File: src/rtl/tmr_pwm_out.sv
// tmr_pwm_out: turns timer match/overflow pulses into a complementary, dead-time
// protected PWM pair (PWM / toggle / one-shot modes) plus a period postscaler IRQ.
// Latency: event -> raw at +1 edge, outputs/irq at +2 edges, busy at +1 edge; no backpressure.
// Ports: tmr_clk/sys_rst_n clock and async active-low reset; en/mode/pol/dt_val/postscale
//        configuration; arm + match0/match1/ovf event pulses in; pwm_out_h/l, period_irq, busy out.
module tmr_pwm_out #(
    parameter int DT_W = 8,
    parameter int PS_W = 8
) (
    input  logic            tmr_clk,
    input  logic            sys_rst_n,
    input  logic            en,
    input  logic [1:0]      mode,
    input  logic            pol,
    input  logic [DT_W-1:0] dt_val,
    input  logic [PS_W-1:0] postscale,
    input  logic            arm,
    input  logic            match0_event,
    input  logic            match1_event,
    input  logic            ovf_event,
    output logic            pwm_out_h,
    output logic            pwm_out_l,
    output logic            period_irq,
    output logic            busy
);

    typedef enum logic [1:0] {
        OS_IDLE   = 2'd0,
        OS_ARMED  = 2'd1,
        OS_ACTIVE = 2'd2,
        OS_DONE   = 2'd3
    } os_state_t;

    localparam logic [1:0] MODE_OFF = 2'b00;
    localparam logic [1:0] MODE_PWM = 2'b01;
    localparam logic [1:0] MODE_TOG = 2'b10;

    logic [1:0]      mode_q;
    logic            init_q;
    logic            raw_q, raw_d;
    os_state_t       st_q, st_d;
    logic [DT_W-1:0] dt_cnt_q, dt_cnt_d;
    logic [PS_W-1:0] ps_cnt_q, ps_cnt_d;
    logic            irq_pre_q, irq_pre_d;
    logic            irq_q, irq_d;
    logic            pwm_h_q, pwm_h_d;
    logic            pwm_l_q, pwm_l_d;
    logic            busy_q, busy_d;
    logic            force_idle;

    // init_q makes the first edge after reset release an idle edge, so the
    // outputs move from the reset value 0 to the inactive level (pol).
    assign force_idle = !en || (mode != mode_q) || !init_q;

    always_comb begin
        raw_d     = raw_q;
        st_d      = st_q;
        ps_cnt_d  = ps_cnt_q;
        irq_pre_d = 1'b0;
        dt_cnt_d  = dt_cnt_q;

        case (mode)
            MODE_OFF: raw_d = 1'b0;
            MODE_PWM: begin
                // clear has priority: simultaneous set/clear gives 0% duty
                if (match1_event)      raw_d = 1'b0;
                else if (match0_event) raw_d = 1'b1;
            end
            MODE_TOG: begin
                if (match0_event) raw_d = !raw_q;
            end
            default: begin
                case (st_q)
                    OS_IDLE, OS_DONE: begin
                        if (arm) st_d = OS_ARMED;
                    end
                    OS_ARMED: begin
                        if (match0_event) begin
                            if (match1_event) begin
                                st_d      = OS_DONE;
                                irq_pre_d = 1'b1;
                            end else begin
                                st_d  = OS_ACTIVE;
                                raw_d = 1'b1;
                            end
                        end
                    end
                    OS_ACTIVE: begin
                        // ovf acts as a timeout when no match1 ends the pulse
                        if (match1_event || ovf_event) begin
                            st_d      = OS_DONE;
                            raw_d     = 1'b0;
                            irq_pre_d = 1'b1;
                        end
                    end
                    default: st_d = OS_IDLE;
                endcase
            end
        endcase

        if ((mode == MODE_PWM || mode == MODE_TOG) && match0_event) begin
            if (ps_cnt_q == postscale) begin
                ps_cnt_d  = '0;
                irq_pre_d = 1'b1;
            end else begin
                ps_cnt_d = ps_cnt_q + 1'b1;
            end
        end

        // every raw edge (re)starts the dead band; dt_val is only sampled here
        if (raw_d != raw_q)       dt_cnt_d = dt_val;
        else if (dt_cnt_q != '0)  dt_cnt_d = dt_cnt_q - 1'b1;

        pwm_h_d = pol ^ (raw_q & (dt_cnt_q == '0));
        pwm_l_d = pol ^ (!raw_q & (dt_cnt_q == '0));
        irq_d   = irq_pre_q;

        if (force_idle) begin
            raw_d     = 1'b0;
            st_d      = OS_IDLE;
            ps_cnt_d  = '0;
            dt_cnt_d  = '0;
            irq_pre_d = 1'b0;
            irq_d     = 1'b0;
            pwm_h_d   = pol;
            pwm_l_d   = pol;
        end

        busy_d = (st_d == OS_ARMED) || (st_d == OS_ACTIVE);
    end

    always_ff @(posedge tmr_clk or negedge sys_rst_n) begin
        if (!sys_rst_n) begin
            mode_q    <= 2'b00;
            init_q    <= 1'b0;
            raw_q     <= 1'b0;
            st_q      <= OS_IDLE;
            dt_cnt_q  <= '0;
            ps_cnt_q  <= '0;
            irq_pre_q <= 1'b0;
            irq_q     <= 1'b0;
            pwm_h_q   <= 1'b0;
            pwm_l_q   <= 1'b0;
            busy_q    <= 1'b0;
        end else begin
            mode_q    <= mode;
            init_q    <= 1'b1;
            raw_q     <= raw_d;
            st_q      <= st_d;
            dt_cnt_q  <= dt_cnt_d;
            ps_cnt_q  <= ps_cnt_d;
            irq_pre_q <= irq_pre_d;
            irq_q     <= irq_d;
            pwm_h_q   <= pwm_h_d;
            pwm_l_q   <= pwm_l_d;
            busy_q    <= busy_d;
        end
    end

    assign pwm_out_h  = pwm_h_q;
    assign pwm_out_l  = pwm_l_q;
    assign period_irq = irq_q;
    assign busy       = busy_q;

endmodule

File: config.mk
export PLATFORM = sky130hd
export DESIGN_NAME = tmr_pwm_out
export DESIGN_NICKNAME = d
export VERILOG_FILES = /design/src/rtl/tmr_pwm_out.sv
export SDC_FILE = /design/constraint.sdc
export NUM_CORES = 1
export LEC_CHECK = 0
export CAP_MARGIN = 15
export CORE_MARGIN = 2
export CORE_UTILIZATION = 56
export DETAILED_ROUTE_END_ITERATION = 8
export GPL_ROUTABILITY_DRIVEN = 1
export GPL_TIMING_DRIVEN = 0
export PLACE_DENSITY = 0.95
export SLEW_MARGIN = 20
export SYNTH_ARGS = -nofsm -noshare
export SYNTH_HDL_FRONTEND = slang
export SYNTH_SLANG_ARGS = --single-unit
File: constraint.sdc
create_clock -name tmr_clk -period 3.3 [get_ports tmr_clk]
set_input_delay 0.825 -clock tmr_clk [delete_from_list [all_inputs] [get_ports tmr_clk]]
set_output_delay 0.825 -clock tmr_clk [all_outputs]
set_load 0.1 [all_outputs]
[Word-level counts from Yosys, hierarchy flattened]
Cells that the tools add are included.
Cells by class
  add/sub/neg operators: 2
  equality and inequality tests: 10
  multiplexer cells: 33
  bitwise operators: 4
  reductions and logical operators: 17
Operators by type and width (number)
  8-bit 2-to-1 mux: 6
  1-bit 2-to-1 mux: 18
  2-bit 2-to-1 mux: 5
  8-bit by 1-bit adder with 8-bit output, second input constant: 1
  2-bit equality test, second input constant: 4
  8-bit equality test: 1
  8-bit logical NOT: 1
  8-bit nonzero test: 1
  8-bit by 1-bit subtractor with 8-bit output, second input constant: 1
  2-bit by 1-bit equality test with 1-bit output, second input constant: 3
  2-bit one-hot mux with 3 select lines: 1
  1-bit logical OR: 5
  2-bit logical NOT: 2
  1-bit one-hot mux with 2 select lines: 2
  1-bit logical NOT: 3
  1-bit one-hot mux with 3 select lines: 1
  3-bit nonzero test: 1
  3-bit OR reduction: 1
  1-bit bitwise AND: 2
  2-bit != test: 1
  2-bit nonzero test: 1
  2-bit OR reduction: 1
  1-bit XOR: 2
  1-bit logical AND: 1
  1-bit != test: 1
Storage, ports and cells
  flip-flop bits (word level): 27
  bits of input ports: 26
  output and inout bits: 4
  word-level logic and storage cells: 77

[Longest topological paths before layout]
  word-level depth: 7
  mapped depth: 8
  gate-level depth less buffers: 7

[Worst setup path before layout]
OpenSTA, ideal clock, no wires.
  path kind: input to register
  start: in match0_event
  end: reg dt_cnt_q[0]
  setup time: 0.132 ns
  arrival: 2.156 ns
  required time: 3.168 ns
  path slack: 1.013 ns
  cell stages on the path: 8
  path buffers: 1
  cell sequence: inv_1 ha_1 a21o_1 a211o_1 o311ai_1 buf_2 mux2i_1 nor2_1
On the way
  longest elaborated chain between the ends: 6
  elaborated cells on any way between the ends: 10
Ends and longest elaborated chain
  start, declared: RTL line 18  | input logic match0_event,
  1-bit 2-to-1 mux (on tied branches): RTL line 78, 67
  1-bit one-hot mux with 2 select lines / 1-bit 2-to-1 mux (equally long branches): RTL line 73, 66
  1-bit one-hot mux with 3 select lines (*): RTL line 62  | case (mode)
  1-bit != test (*): RTL line 111  | if (raw_d != raw_q) dt_cnt_d = dt_val;
  8-bit 2-to-1 mux: RTL line 111
  8-bit 2-to-1 mux: RTL line 118  | if (force_idle) begin
  end signal, assigned: RTL line 150  | dt_cnt_q <= dt_cnt_d;
  end, declared: RTL line 42  | logic [DT_W-1:0] dt_cnt_q, dt_cnt_d;
Every way passes the cells marked *; elsewhere a longest branch is shown, timed or not.
A chain may end at the register's enable or synchronous reset.

[Worst setup path after layout]
Ends and elaborated chain as after synthesis.

==> out/metrics.csv <==
stage;metric;value;unit
status;status;finished with violations;
status;failing checks;design-rule violations;
cts;cts hold-fix bufs;0;
placed_design;placed insts;232;
floorplan;I/O pins;30;
floorplan;core area;2810;um2
placed_design;GP Congestion;0.883;
global_routing;first-pass GRT wire length;6380;um
critical_path;Critical Path Source;match0_event;
yosys;post-synthesis cell area;1670;um2
timing;Max Clk Rate;355;MHz
cts;CTS resizes;0;
critical_path;Crit Path Max Fanout;10;
drt;Post-route DRC;1;
timing;Tmin final;2.82;ns
critical_path;reg2reg start;raw_q$_DFF_PN0_;
placed_design;placed inst area;2000;um2
critical_path;FF-to-FF path depth;8;
yosys;Syn Nets;207;
yosys;synth top area cells;dfrtp_1, xnor2_1, ha_1;
critical_path;arrival time at the worst endpoint;3.04;ns
job;max_cap viols;0;
cts;post-CTS setup buffer count;0;
critical_path;critical path class;primary input to flip-flop;
yosys;library cells used by synthesis;47;
cts;number of buffers created by CTS;3;
cts;clock slew at reported path FFs;0.15;ns
drt;routed wire length per instance;15.4;um
critical_path;R2R Setup Slk;1.02;ns
placed_design;IO buf count;29;
pwr;VDD IR-drop max;0.000169;V
floorplan;full die area;3440;um2
pwr;P per Cell Area;323;nW/um2
timing;final setup fails;0;
worst_hold_path;worst min-delay path class;primary input to asynchronous set/reset pin;
yosys;cell count after synthesis;172;
placed_design;dpl hpwl;2820;um
yosys;synth cell count leaders;dfrtp_1, nor2_1, xnor2_1;
critical_path;CP endpoint kind;flip-flop;
pwr;Pleak;0.866;nW
global_routing;vias in the first global route;1466;
timing;post-route clock period utilization;85.4;%
global_routing;Tot GR Track Use;24.0;%
cells_and_area;post-route cell area;2030;um2
floorplan;Die Height;58.7;um
critical_path;critical path startpoint category;primary input;
timing;RSZ-0062 raised after global routing;no;
drt;DR pass1 iterations;6;
timing;Worst-Margin Slew;0.961;ns
floorplan;Die X;58.7;um
timing;Final Max Slew Viols;0;
cts;clk buf depth;2;
yosys;Top FF cell, synth;dfrtp_1;
timing;clk_skew;0.00299;ns
drt;antenna-violating nets left;0;
drt;DR vias;1403;
drt;Post-Route WL;3650;um
cells_and_area;diodes inserted;0;
cells_and_area;Non-Filler Instances;236;
drt;vias per inst;5.94;
cts;Root Buffer;clkbuf_4;
critical_path;reg2reg end;dt_cnt_q[0]$_DFFE_PN0P_;
timing;Slew HR;35.7;%
floorplan;initial core utilization;59.6;%
cts;TritonCTS Sinks;27;
yosys;Synth Area per Inst;9.73;um2
floorplan;row cnt;19;
cells_and_area;Synth-to-Final Area Change;21.2;%
cts;H-tree levels;1;
yosys;Synth warnings;0;
yosys;most frequent cell after synthesis;dfrtp_1;
timing;final setup TNS;0;ns
yosys;Post-synth EDFFs;0;
cells_and_area;share of layout cells above drive strength 1;6.83;%
global_routing;initial antenna violation count;0;
critical_path;Worst EP required;3.52;ns
critical_path;CP endpoint;dt_cnt_q[0]$_DFFE_PN0P_;
cts;CTS tree;built;
cells_and_area;fin nets;241;
drt;Initial DRC Count;60;
global_routing;largest net degree at the start of global routing;28;
yosys;Seq/Total Area, Yosys;40.4;%
yosys;#FFs+latches synth;27;
timing;Final Hold Fails;0;
yosys;cell taking the most area after synthesis;dfrtp_1;
cts;clk_lat worst skew;0.33;ns
yosys;asr flop ratio synth;100;%
global_routing;total gr overflow;0;
yosys;Yosys top cell area share;40.4;%
==> critical path, cell delays in order <==
cell	delay (ns)
clkdlybuf4s50_1	0.58
inv_1	0.10
ha_1	0.30
a21o_1	0.19
a211o_1	0.28
o311ai_1	0.13
buf_2	0.31
mux2i_1	0.26
nor2_1	0.06
==> layer usage <==
layer	GRT usage [%]	vias up	wire, um	share of wire, %
met2	44.0	66	1870	51
li1	-	676	-	-
met3	2.86	7	249	6.8
met1	29.3	654	1470	40
met5	0	-	0	0
met4	8.12	0	55	1.5
==> registers in the layout, indices dropped and copies added (netlist names) <==
signal      flops
period_irq      1
st_q            2
pwm_out_h       1
dt_cnt_q        8
mode_q          2
irq_pre_q       1
ps_cnt_q        8
raw_q           1
init_q          1
busy            1
pwm_out_l       1
==> worst min path at each step <==
stage / start / end / depth (start not counted) / slack, ns
2_1_floorplan: irq_pre_q$_DFF_PN0_ / period_irq$_DFF_PN0_ / 1 / 0.43
3_3_place_gp: irq_pre_q$_DFF_PN0_ / period_irq$_DFF_PN0_ / 1 / 0.43
3_5_place_dp: irq_pre_q$_DFF_PN0_ / period_irq$_DFF_PN0_ / 1 / 0.44
4_1_cts: irq_pre_q$_DFF_PN0_ / period_irq$_DFF_PN0_ / 1 / 0.47
5_1_grt: sys_rst_n / period_irq$_DFF_PN0_ / 1 / 0.49
6_report: sys_rst_n / pwm_out_l$_DFF_PN0_ / 1 / 0.47
==> layout by cell type, fill, tap and decap left out, types with 2 or more instances in the layout <==
cell,instances
mux2i_1,5
xor2_1,8
nor4_1,2
o31ai_1,3
nor2_2,2
a21o_1,2
nand2_1,9
nand3_1,5
clkdlybuf4s50_1,28
nand4_1,4
inv_1,9
nor3_1,2
ha_1,9
clkbuf_1,2
or3b_1,2
o21ai_0,3
a211o_1,2
nand2b_1,3
dfrtp_1,27
or4_1,2
xnor2_1,14
clkbuf_4,3
a21oi_1,7
nor2_1,20
buf_2,2
nand3b_1,3
or3_1,3
a22oi_1,2
==> cells by family after synthesis <==
| logic type | after synthesis | synth area share, % |
|---|---|---|
| compound gates | 30 | 12.5 |
| xor+xnor | 22 | 11.5 |
| fa+ha+maj | 9 | 6.73 |
| buf+inv | 12 | 2.77 |
| flops | 27 | 40.4 |
| mux | 6 | 3.66 |
| other cells | 1 | 0.224 |
| simple gates | 65 | 22.2 |
==> cell type report <==
cell class	count	area (um2)
clock inverter	1	7.51
buffer	3	12.5
fill	236	778
inverter	9	33.8
timing repair buffer	29	285
clock buffer	3	22.5
sequential	27	676
tap	31	38.8
multi-input combinational	133	951
==> report_power, final <==
group | internal [mW] | total, mW | switching (mW)
logic | 0.0757 | 0.163 | 0.0868
registers | 0.338 | 0.344 | 0.00587
clock network | 0.0465 | 0.148 | 0.102
total | 0.460 | 0.655 | 0.194
==> metrics by stage <==
stage               power (mW)  hold slack, ns  worst slack, ns  util (%)
finish                   0.655           0.471            0.483      72.3
global placement         0.502           0.433            0.219      71.4
global route             0.691           0.492            0.307      72.3
detailed placement       0.512           0.439            0.122      71.2
CTS                      0.655           0.472            0.474      72.3
floorplan                0.448           0.428             1.01         -
(Power assumes the default switching activity.)
